## src/rtl/instr_encoder_pkg.sv

```systemverilog
// Shared definitions for the instruction encoder: opcodes, operation enums,
// word field positions and the word-layout selector.
package instr_encoder_pkg;

  localparam int REG_W   = 5;
  localparam int IMM_W   = 17;
  localparam int OPC_LSB = 27;
  localparam int RD_LSB  = 22;
  localparam int RS_LSB  = 17;
  localparam int RT_LSB  = 12;
  localparam int IMM_LSB = 0;

  localparam logic [4:0] OP_NOP   = 5'b00000;
  localparam logic [4:0] OP_AND   = 5'b00001;
  localparam logic [4:0] OP_OR    = 5'b00010;
  localparam logic [4:0] OP_XOR   = 5'b00011;
  localparam logic [4:0] OP_ADD   = 5'b00100;
  localparam logic [4:0] OP_SUB   = 5'b00101;
  localparam logic [4:0] OP_MULT  = 5'b00110;
  localparam logic [4:0] OP_DIV   = 5'b00111;
  localparam logic [4:0] OP_ANDI  = 5'b01001;
  localparam logic [4:0] OP_ORI   = 5'b01010;
  localparam logic [4:0] OP_ADDI  = 5'b01100;
  localparam logic [4:0] OP_SUBI  = 5'b01101;
  localparam logic [4:0] OP_MULTI = 5'b01110;
  localparam logic [4:0] OP_DIVI  = 5'b01111;
  localparam logic [4:0] OP_BGT   = 5'b10000;
  localparam logic [4:0] OP_SLT   = 5'b10001;
  localparam logic [4:0] OP_LW    = 5'b10010;
  localparam logic [4:0] OP_SW    = 5'b10011;
  localparam logic [4:0] OP_BEQ   = 5'b10100;
  localparam logic [4:0] OP_BNE   = 5'b10101;
  localparam logic [4:0] OP_JR    = 5'b10110;
  localparam logic [4:0] OP_J     = 5'b10111;

  typedef enum logic [2:0] {
    FUNC_ADD, FUNC_SUB, FUNC_MULT, FUNC_DIV, FUNC_AND, FUNC_OR, FUNC_XOR, FUNC_ILL
  } func_e;

  typedef enum logic [2:0] {
    CLS_BGT, CLS_SLT, CLS_LW, CLS_SW, CLS_BEQ, CLS_BNE, CLS_JR, CLS_J
  } class_e;

  typedef enum logic [1:0] {LAY_R, LAY_I, LAY_JR, LAY_J} layout_e;

  function automatic logic [4:0] math_opcode(input logic imm, input logic [2:0] func);
    case ({imm, func})
      4'b0000: return OP_ADD;
      4'b0001: return OP_SUB;
      4'b0010: return OP_MULT;
      4'b0011: return OP_DIV;
      4'b0100: return OP_AND;
      4'b0101: return OP_OR;
      4'b0110: return OP_XOR;
      4'b1000: return OP_ADDI;
      4'b1001: return OP_SUBI;
      4'b1010: return OP_MULTI;
      4'b1011: return OP_DIVI;
      4'b1100: return OP_ANDI;
      4'b1101: return OP_ORI;
      default: return OP_NOP;
    endcase
  endfunction

  function automatic logic [4:0] ctrl_opcode(input logic [2:0] cls);
    case (cls)
      3'd0:    return OP_BGT;
      3'd1:    return OP_SLT;
      3'd2:    return OP_LW;
      3'd3:    return OP_SW;
      3'd4:    return OP_BEQ;
      3'd5:    return OP_BNE;
      3'd6:    return OP_JR;
      default: return OP_J;
    endcase
  endfunction

endpackage

```

## src/rtl/instr_field_pack.sv

```systemverilog
// Combinational opcode build, word-layout select and illegal-operation detect.
// Illegal operations always produce an all-zero word.
module instr_field_pack
  import instr_encoder_pkg::*;
(
  input  logic             is_math,
  input  logic             imm,
  input  logic [2:0]       func,
  input  logic [2:0]       cls,
  input  logic [REG_W-1:0] rd,
  input  logic [REG_W-1:0] rs,
  input  logic [REG_W-1:0] rt,
  input  logic [IMM_W-1:0] imm_val,
  output logic [31:0]      word,
  output logic             illegal
);

  logic [4:0] opcode;
  layout_e    layout;

  assign illegal = is_math && ((func == FUNC_ILL) || ((func == FUNC_XOR) && imm));

  always_comb begin
    opcode = OP_NOP;
    layout = LAY_R;
    if (is_math) begin
      opcode = math_opcode(imm, func);
      layout = imm ? LAY_I : LAY_R;
    end else begin
      opcode = ctrl_opcode(cls);
      case (cls)
        CLS_SLT: layout = LAY_R;
        CLS_JR:  layout = LAY_JR;
        CLS_J:   layout = LAY_J;
        default: layout = LAY_I;
      endcase
    end
  end

  always_comb begin
    word = '0;
    word[OPC_LSB +: 5] = opcode;
    case (layout)
      LAY_R: begin
        word[RD_LSB +: REG_W] = rd;
        word[RS_LSB +: REG_W] = rs;
        word[RT_LSB +: REG_W] = rt;
      end
      LAY_I: begin
        word[RD_LSB +: REG_W]  = rd;
        word[RS_LSB +: REG_W]  = rs;
        word[IMM_LSB +: IMM_W] = imm_val;
      end
      LAY_JR:  word[RS_LSB +: REG_W] = rs;
      default: word[IMM_LSB +: IMM_W] = imm_val;
    endcase
    if (illegal) word = '0;
  end

endmodule

```

## src/rtl/instr_encoder.sv

```systemverilog
// Instruction encoder with a 2-entry emit FIFO and wrapping address counter.
// Define INSTR_ENC_ERR_CHECK_EN to drop illegal ops and flag them on err.
module instr_encoder
  import instr_encoder_pkg::*;
#(
  parameter int AW   = 8,
  parameter int BASE = 0
) (
  input  logic             clk,
  input  logic             rst,
  input  logic             in_valid,
  output logic             in_ready,
  input  logic             in_is_math,
  input  logic             in_imm,
  input  logic [2:0]       in_func,
  input  logic [2:0]       in_class,
  input  logic [REG_W-1:0] in_rd,
  input  logic [REG_W-1:0] in_rs,
  input  logic [REG_W-1:0] in_rt,
  input  logic [IMM_W-1:0] in_imm_val,
  input  logic             restart,
  output logic             out_valid,
  input  logic             out_ready,
  output logic [31:0]      out_word,
  output logic [AW-1:0]    out_addr,
  output logic             err,
  input  logic             err_clr
);

  logic [31:0]   packed_word;
  logic          illegal;
  logic [31:0]   word_q [2];
  logic [AW-1:0] addr_q [2];
  logic          rd_ptr, wr_ptr;
  logic [1:0]    count;
  logic [AW-1:0] addr_cnt;
  logic [AW-1:0] base_addr, push_addr;
  logic          accept, push, pop;

  instr_field_pack u_pack (
    .is_math (in_is_math),
    .imm     (in_imm),
    .func    (in_func),
    .cls     (in_class),
    .rd      (in_rd),
    .rs      (in_rs),
    .rt      (in_rt),
    .imm_val (in_imm_val),
    .word    (packed_word),
    .illegal (illegal)
  );

  assign base_addr = AW'(BASE);
  assign in_ready  = (count != 2'd2) || out_ready;
  assign accept    = in_valid && in_ready;
  assign pop       = (count != 2'd0) && out_ready;
  assign out_valid = (count != 2'd0);
  assign out_word  = word_q[rd_ptr];
  assign out_addr  = addr_q[rd_ptr];
  // A push coinciding with restart takes BASE itself.
  assign push_addr = restart ? base_addr : addr_cnt;

`ifdef INSTR_ENC_ERR_CHECK_EN
  assign push = accept && !illegal;

  always_ff @(posedge clk or posedge rst) begin
    if (rst)                    err <= 1'b0;
    else if (err_clr)           err <= 1'b0;
    else if (accept && illegal) err <= 1'b1;
  end
`else
  logic unused_sig;
  assign unused_sig = ^{err_clr, illegal};
  assign push       = accept;
  assign err        = 1'b0;
`endif

  always_ff @(posedge clk or posedge rst) begin
    if (rst) begin
      word_q[0] <= '0;
      word_q[1] <= '0;
      addr_q[0] <= '0;
      addr_q[1] <= '0;
      rd_ptr    <= 1'b0;
      wr_ptr    <= 1'b0;
      count     <= 2'd0;
      addr_cnt  <= base_addr;
    end else begin
      if (push) begin
        word_q[wr_ptr] <= packed_word;
        addr_q[wr_ptr] <= push_addr;
        wr_ptr         <= ~wr_ptr;
        addr_cnt       <= push_addr + 1'b1;
      end else if (restart) begin
        addr_cnt <= base_addr;
      end
      if (pop) rd_ptr <= ~rd_ptr;
      case ({push, pop})
        2'b10:   count <= count + 2'd1;
        2'b01:   count <= count - 2'd1;
        default: count <= count;
      endcase
    end
  end

endmodule

```

## config.mk

```make
export PLATFORM = sky130hd
export DESIGN_NAME = instr_encoder
export DESIGN_NICKNAME = d
export VERILOG_FILES = /design/src/rtl/instr_encoder_pkg.sv /design/src/rtl/instr_field_pack.sv /design/src/rtl/instr_encoder.sv
export SDC_FILE = /design/constraint.sdc
export NUM_CORES = 1
export LEC_CHECK = 0
export BUFFER_PORTS_ARGS = -buffer_cell sky130_fd_sc_hd__buf_2
export CORE_MARGIN = 8
export CORE_UTILIZATION = 52
export CTS_BUF_LIST = sky130_fd_sc_hd__clkbuf_2 sky130_fd_sc_hd__clkbuf_4 sky130_fd_sc_hd__clkbuf_8
export DETAILED_ROUTE_END_ITERATION = 10
export HOLD_SLACK_MARGIN = 0.05
export PLACE_DENSITY = 0.75
export SYNTH_ARGS = -nofsm -noshare
export SYNTH_HDL_FRONTEND = slang
export SYNTH_HIERARCHICAL = 1
export SYNTH_SLANG_ARGS = --single-unit
```

## constraint.sdc

```tcl
create_clock -name clk -period 2.75 [get_ports clk]
set_input_delay 0.275 -clock clk [delete_from_list [all_inputs] [get_ports clk]]
set_output_delay 0.275 -clock clk [all_outputs]
set_load 0.02 [all_outputs]
```

# Word-level counts from Yosys, hierarchy flattened
# Memory sizes are Yosys's and may differ from the RTL's.
# Index checks and enable logic that the tools add are counted.
dict set report word_totals {
  regBits 92
  romBits 64
  input_bits 46
  out_inout_bits 43
  n_memories 1
}
# name depth word_bits read_ports rd_ports_with_merged_regs wr line_no
set memory_table {}
lappend memory_table {{(name not given)} 16 4 1 0 0 instr_encoder_pkg.sv:47} ;# case ({imm, func})
dict set report classes {
  add_sub_neg 3
  n_lt_le_gt_ge 3
  n_eq_ne 14
  muxes 25
  n_bitwise 4
  n_reduce_logical 14
}
# op n
set ops {}
lappend ops {{2-to-1 mux 32 bit} 5}
lappend ops {{bitwise mux 64 bit} 1}
lappend ops {{2-to-1 mux 8 bit} 6}
lappend ops {{demux 32 bit (select 1 bit)} 1}
lappend ops {{case mux 3 bit (7 select lines)} 1}
lappend ops {{equality test 3 bit, second input constant} 6}
lappend ops {{bitwise mux 16 bit} 1}
lappend ops {{2-to-1 mux 5 bit} 3}
lappend ops {{2-to-1 mux 12 bit} 1}
lappend ops {{case mux 5 bit (2 select lines)} 1}
lappend ops {{adder 8 x 1 -> 8 bit, second input constant} 1}
lappend ops {{demux 8 bit (select 1 bit)} 1}
lappend ops {{equality test 3 x 2 -> 1 bit, second input constant} 2}
lappend ops {{case mux 2 bit (3 select lines)} 1}
lappend ops {{logical AND 1 bit} 5}
lappend ops {{equality test 2 x 1 -> 1 bit, second input constant} 2}
lappend ops {{equality test 2 bit, second input constant} 2}
lappend ops {{greater-or-equal comparator 2 bit, second input constant} 2}
lappend ops {{NOT 1 -> 2 bit} 2}
lappend ops {{case mux 2 bit (2 select lines)} 1}
lappend ops {{nonzero test 2 bit} 2}
lappend ops {{OR reduction 2 bit} 2}
lappend ops {{equality test 3 x 1 -> 1 bit, second input constant} 1}
lappend ops {{logical NOT 3 bit} 1}
lappend ops {{10 further kinds} 12}

# Depth between registers and ports, before layout
dict set report logic_depth {
  word_depth 8
  ltp_mapped 8
  mapped_depth_nobuf 7
}

# Cells and area by module
# Netlist, hierarchy kept.
# module n_inst cells_per_inst area_per_inst_um2
set modules_own_cells {}
lappend modules_own_cells {instr_encoder 1 275 4340.4}
lappend modules_own_cells {instr_field_pack 1 80 584.3}

# Least setup slack after synthesis
# OpenSTA, ideal clock, no wires.
dict set report synth_timing {
  path_kind {register to register}
  startpoint {register count[0]}
  endpoint {register count[1]}
  setup_ns 0.079
  arrival_time_ns 1.633
  t_required_ns 2.671
  path_slack_ns 1.038
  stages_incl_launch_ff 7
  path_buffers 0
  period_less_slack_ns 1.712
  path_cell_list {dfrtp_1 -> nor3b_4 -> inv_4 -> nand2_1 -> ha_1 -> nor2_1 -> xor2_1}
}
dict set report synth_via {
  elab_chain_cells 5
  elab_cells_between_ends 11
  classes_between {2 x add/sub; 3 x eq/ne; 1 x mux; 5 x reduce/logical}
}
# element line_no
set synth_lines {}
lappend synth_lines {{from (decl)} instr_encoder.sv:35} ;# logic [1:0] count;
lappend synth_lines {{from (signal assigned)} instr_encoder.sv:99} ;# 2'b10: count <= count + 2'd1;
lappend synth_lines {{from (signal assigned)} instr_encoder.sv:100} ;# 2'b01: count <= count - 2'd1;
lappend synth_lines {{from (signal assigned)} instr_encoder.sv:101} ;# default: count <= count;
lappend synth_lines {{!= test 2 bit (*)} instr_encoder.sv:54} ;# assign in_ready = (count != 2'd2) || out_ready;
lappend synth_lines {{logical OR 1 bit (*)} instr_encoder.sv:54}
lappend synth_lines {{net in_ready} instr_encoder.sv:12} ;# output logic in_ready,
lappend synth_lines {{logical AND 1 bit (*)} instr_encoder.sv:55} ;# assign accept = in_valid && in_ready;
lappend synth_lines {{equality test 2 x 1 -> 1 bit or equality test 2 bit (tied branches)} instr_encoder.sv:98} ;# case ({push, pop})
lappend synth_lines {{case mux 2 bit (2 select lines) or nonzero test 2 bit (tied branches)} -}
# The timed path passes the listed nets; every way through them passes the cells marked *.
# A chain may end at the register's enable or synchronous reset.

# Worst setup path in the final report
dict set report layout_timing {
  startpoint {register rd_ptr}
  endpoint {output port out_addr[0]}
}
dict set report layout_via {
  elab_chain_cells 4
}
# element line_no
set layout_lines {}
lappend layout_lines {{from (decl)} instr_encoder.sv:34} ;# logic rd_ptr, wr_ptr;
lappend layout_lines {{from (signal assigned)} instr_encoder.sv:97} ;# if (pop) rd_ptr <= ~rd_ptr;
lappend layout_lines {{NOT 1 -> 2 bit (not written as such)} instr_encoder.sv:59} ;# assign out_addr = addr_q[rd_ptr];
lappend layout_lines {{2-to-1 mux 8 bit (not written as such) (3 in a row)} instr_encoder.sv:59}
lappend layout_lines {{to (decl)} instr_encoder.sv:25} ;# output logic [AW-1:0] out_addr,
# Every way passes these cells. The select of a mux whose other input is x is not followed.

==> impl_metrics.env <==
export IMPL_yosys_most_used_dff="sky130_fd_sc_hd__dfrtp_1"
export IMPL_initialDrtViolationCount=116
export IMPL_io_pins=89
export IMPL_drt_pass1_iterations=7
export IMPL_syn_nets=407
export IMPL_timing_worst_setup_path_type="register to output port"
export IMPL_buffer_cell_driving_the_clock_tree_root="sky130_fd_sc_hd__clkbuf_8"
export IMPL_fmaxAchievable_mhz=463
export IMPL_ys_types=43
export IMPL_io_port_bufs=86
export IMPL_fin_nets=490
export IMPL_worstPathMaxFanout=24
export IMPL_cts_reportedPaths_clkPinSlew_ns=0.08
export IMPL_power_density_cell_area_mw_per_mm2=1040
export IMPL_finalCritPeriodShare=0.785
export IMPL_yosysSeqAreaShare=0.467
export IMPL_place_congestion=0.825
export IMPL_cts_sink_count=92
export IMPL_dieArea_mm2=0.0128
export IMPL_initial_core_utilization=0.536
export IMPL_crit_path_end_kind="output port"
export IMPL_cts_made_buffers=9
export IMPL_crit_reg2reg_launch="count[0]"
export IMPL_global_route_wire_length_before_repair_um=16500
export IMPL_dieWidth_um=113
export IMPL_synth_async_sr_flop_share=1.00
export IMPL_grt_max_degree=65
export IMPL_ys_warnings_count=6
export IMPL_number_of_routed_nets_with_antenna_violations=0
export IMPL_cp_startpoint="rd_ptr"
export IMPL_global_route_usage_total=0.159
export IMPL_h_tree_depth=3
export IMPL_postSynthRegisterBits=92
export IMPL_leakage_nw=2.82
export IMPL_cts_resized_gates=0
export IMPL_vdd_drop_max_v=0.000655
export IMPL_finClkSkew_ns=0.00823
export IMPL_setup_worst_path_start_class="register"
export IMPL_path_cells="buf_12, mux2_2, buf_2"
export IMPL_area_growth_synth_to_final_pct=13.2
export IMPL_antennaDiodeCount=0
export IMPL_floorplan_rows=35
export IMPL_maxCapViolations=0
export IMPL_postSynthAreaPerCell_um2=13.9
export IMPL_worstPathRequired_ns=2.48
export IMPL_first_global_vias=3320
export IMPL_postRouteWirelength_um=9830
export IMPL_crit_path_end="out_addr[0]"
export IMPL_vias=3013
export IMPL_slew_viol_final=0
export IMPL_setup_viol_count_final=0
export IMPL_timing_final_crit_period_ns=2.16
export IMPL_rr_endpoint="word_q[11]"
export IMPL_final_layout_size_suffix_gt1_frac=0.573
export IMPL_commonest_non_fill_non_tap_cell_in_the_layout="sky130_fd_sc_hd__dfrtp_1"
export IMPL_synth_enable_flop_cells=0
export IMPL_vias_per_cell=5.44
export IMPL_route_detailed_drc=0
export IMPL_timing_slew_headroom=0.455
export IMPL_hp_class="input port to register"
export IMPL_setup_reg_to_reg_worst_slack_ns=0.67
export IMPL_ctsLongestPathBuffers=2
export IMPL_dieHeight_um=113
export IMPL_worstPathArrival_ns=1.88
export IMPL_crit_slowest_cell="sky130_fd_sc_hd__dfrtp_2"
export IMPL_r2r_cells=5
export IMPL_dpl_cell_area_mm2=0.00537
export IMPL_floorplan_core_area_mm2=0.00920
export IMPL_timing_final_hold_violations=0
export IMPL_dpl_hpwl_um=6920
export IMPL_syn_cell_area_mm2=0.00492
export IMPL_cp_slowest_stage_delay_ns=0.72
export IMPL_route_detailed_wl_per_inst_um=17.7
export IMPL_initial_antenna_violation_count=0
export IMPL_grt_ovfl_total=0
export IMPL_max_slew_worst_pin_slew_ns=0.817
export IMPL_design_area_final_mm2=0.00558
export IMPL_netlist_instances=355
export IMPL_outcome="finished clean"
export IMPL_clkLatencyLatePin_ns=0.35
export IMPL_fin_tns_setup_ns=0
export IMPL_rsz0062_at_grt="no"
export IMPL_cts_tree="yes"
export IMPL_leading_cell_types_in_the_layout_fill_and_taps_excluded="91 x sky130_fd_sc_hd__dfrtp_1, 86 x sky130_fd_sc_hd__buf_2, 83 x sky130_fd_sc_hd__mux2_2"
-- state kept, by name, indices dropped and copies added, names as in the netlist --
| signal | count |
|---|---|
| rd_ptr | 1 |
| addr_cnt | 8 |
| addr_q | 16 |
| wr_ptr | 1 |
| count | 2 |
| word_q | 64 |
-- cells by family after synthesis --
kind of cell	count (synthesis)	synth area share
and+or+nand+nor	63	0.0920
AOI/OAI and AO/OA	21	0.0267
buffers and inverters	33	0.0523
DFF	92	0.467
other	1	0.000761
adders and majority gates	6	0.0152
muxes	132	0.333
xor gates and xnor gates	7	0.0124
-- metal layers --
| layer | vias up | wire length, µm | track usage |
|---|---|---|---|
| met5 | - | 0 | 0 |
| met4 | 0 | 122 | 0.0560 |
| met3 | 11 | 278 | 0.0234 |
| met2 | 53 | 4750 | 0.261 |
| met1 | 1532 | 4670 | 0.209 |
| li1 | 1417 | - | - |
-- layout make-up --
class	instances	area, µm²
clock inverters	4	50.0
multi-input cells	230	2360
inverters	12	48.8
repair buffers	93	523
flip-flops and latches	92	2300
well taps	111	139
clock buffers	12	146
fillers	740	3620
-- Yosys cell counts (2+ instances only) --
cell type / instances / area [µm²]
sky130_fd_sc_hd__dfrtp_1: 92 / 2300
sky130_fd_sc_hd__mux2_2: 83 / 935
sky130_fd_sc_hd__mux2_4: 43 / 646
sky130_fd_sc_hd__nor2_1: 13 / 48.8
sky130_fd_sc_hd__inv_1: 10 / 37.5
sky130_fd_sc_hd__nor3b_2: 10 / 125
sky130_fd_sc_hd__nand2_1: 8 / 30.0
sky130_fd_sc_hd__nor2b_1: 8 / 50.1
sky130_fd_sc_hd__o21ai_0: 8 / 40.0
sky130_fd_sc_hd__clkbuf_1: 7 / 26.3
sky130_fd_sc_hd__buf_6: 6 / 67.6
sky130_fd_sc_hd__ha_1: 6 / 75.1
sky130_fd_sc_hd__mux2i_1: 6 / 60.1
sky130_fd_sc_hd__and3_1: 5 / 31.3
sky130_fd_sc_hd__buf_12: 5 / 100
sky130_fd_sc_hd__o211ai_1: 5 / 37.5
sky130_fd_sc_hd__nor3b_1: 4 / 30.0
sky130_fd_sc_hd__xnor2_1: 4 / 35.0
sky130_fd_sc_hd__xor2_1: 3 / 26.3
sky130_fd_sc_hd__a21oi_1: 2 / 10.0
sky130_fd_sc_hd__nor3_1: 2 / 10.0
sky130_fd_sc_hd__nor3b_4: 2 / 37.5
sky130_fd_sc_hd__nor4b_1: 2 / 17.5
sky130_fd_sc_hd__or2_2: 2 / 12.5
-- metrics by stage --
stage	total power (W)	cells	hold WS (ns)	setup WS, ns	utilization
floorplan	0.00428	355	0.456	0.0830	-
global placement	0.00485	537	0.319	0.494	0.584
detailed placement	0.00494	537	0.321	0.403	0.584
CTS	0.00586	554	0.305	0.586	0.606
global route	0.00614	554	0.302	0.502	0.606
finish	0.00579	554	0.317	0.591	0.606
-- what timing repair did --
| item | in CTS | in global routing |
|---|---|---|
| endpoints found under the setup margin | 0 | 0 |
| setup buffers | 0 | 0 |
| endpoints found under the hold margin | 28 | 0 |
| hold buffers | 1 | 0 |
-- power by group --
part | total, W | switching, W | internal [W] | leakage [nW]
logic | 0.00269 | 0.00128 | 0.00141 | 1.55
clock network | 0.000905 | 0.000455 | 0.000450 | 0.0968
registers | 0.00220 | 0.000339 | 0.00186 | 1.17
total | 0.00579 | 0.00207 | 0.00372 | 2.82
-- worst max-delay path, delay by kind of cell, from the launching register on --
family	cells	cell delay [ns]
flip-flops	1	0.72
multiplexers	1	0.38
buffers and inverters	2	0.43
-- how the worst min path moves through the flow --
stage	slack (ns)	end	startpoint	depth (start not counted)
2_1_floorplan	0.46	count[1]	count[1]	1
3_3_place_gp	0.32	word_q[9]	rst	2
3_5_place_dp	0.32	word_q[9]	rst	2
4_1_cts	0.30	rd_ptr	out_ready	3
5_1_grt	0.30	rd_ptr	out_ready	3
6_report	0.32	rd_ptr	out_ready	3
(Power assumes the default switching activity.)
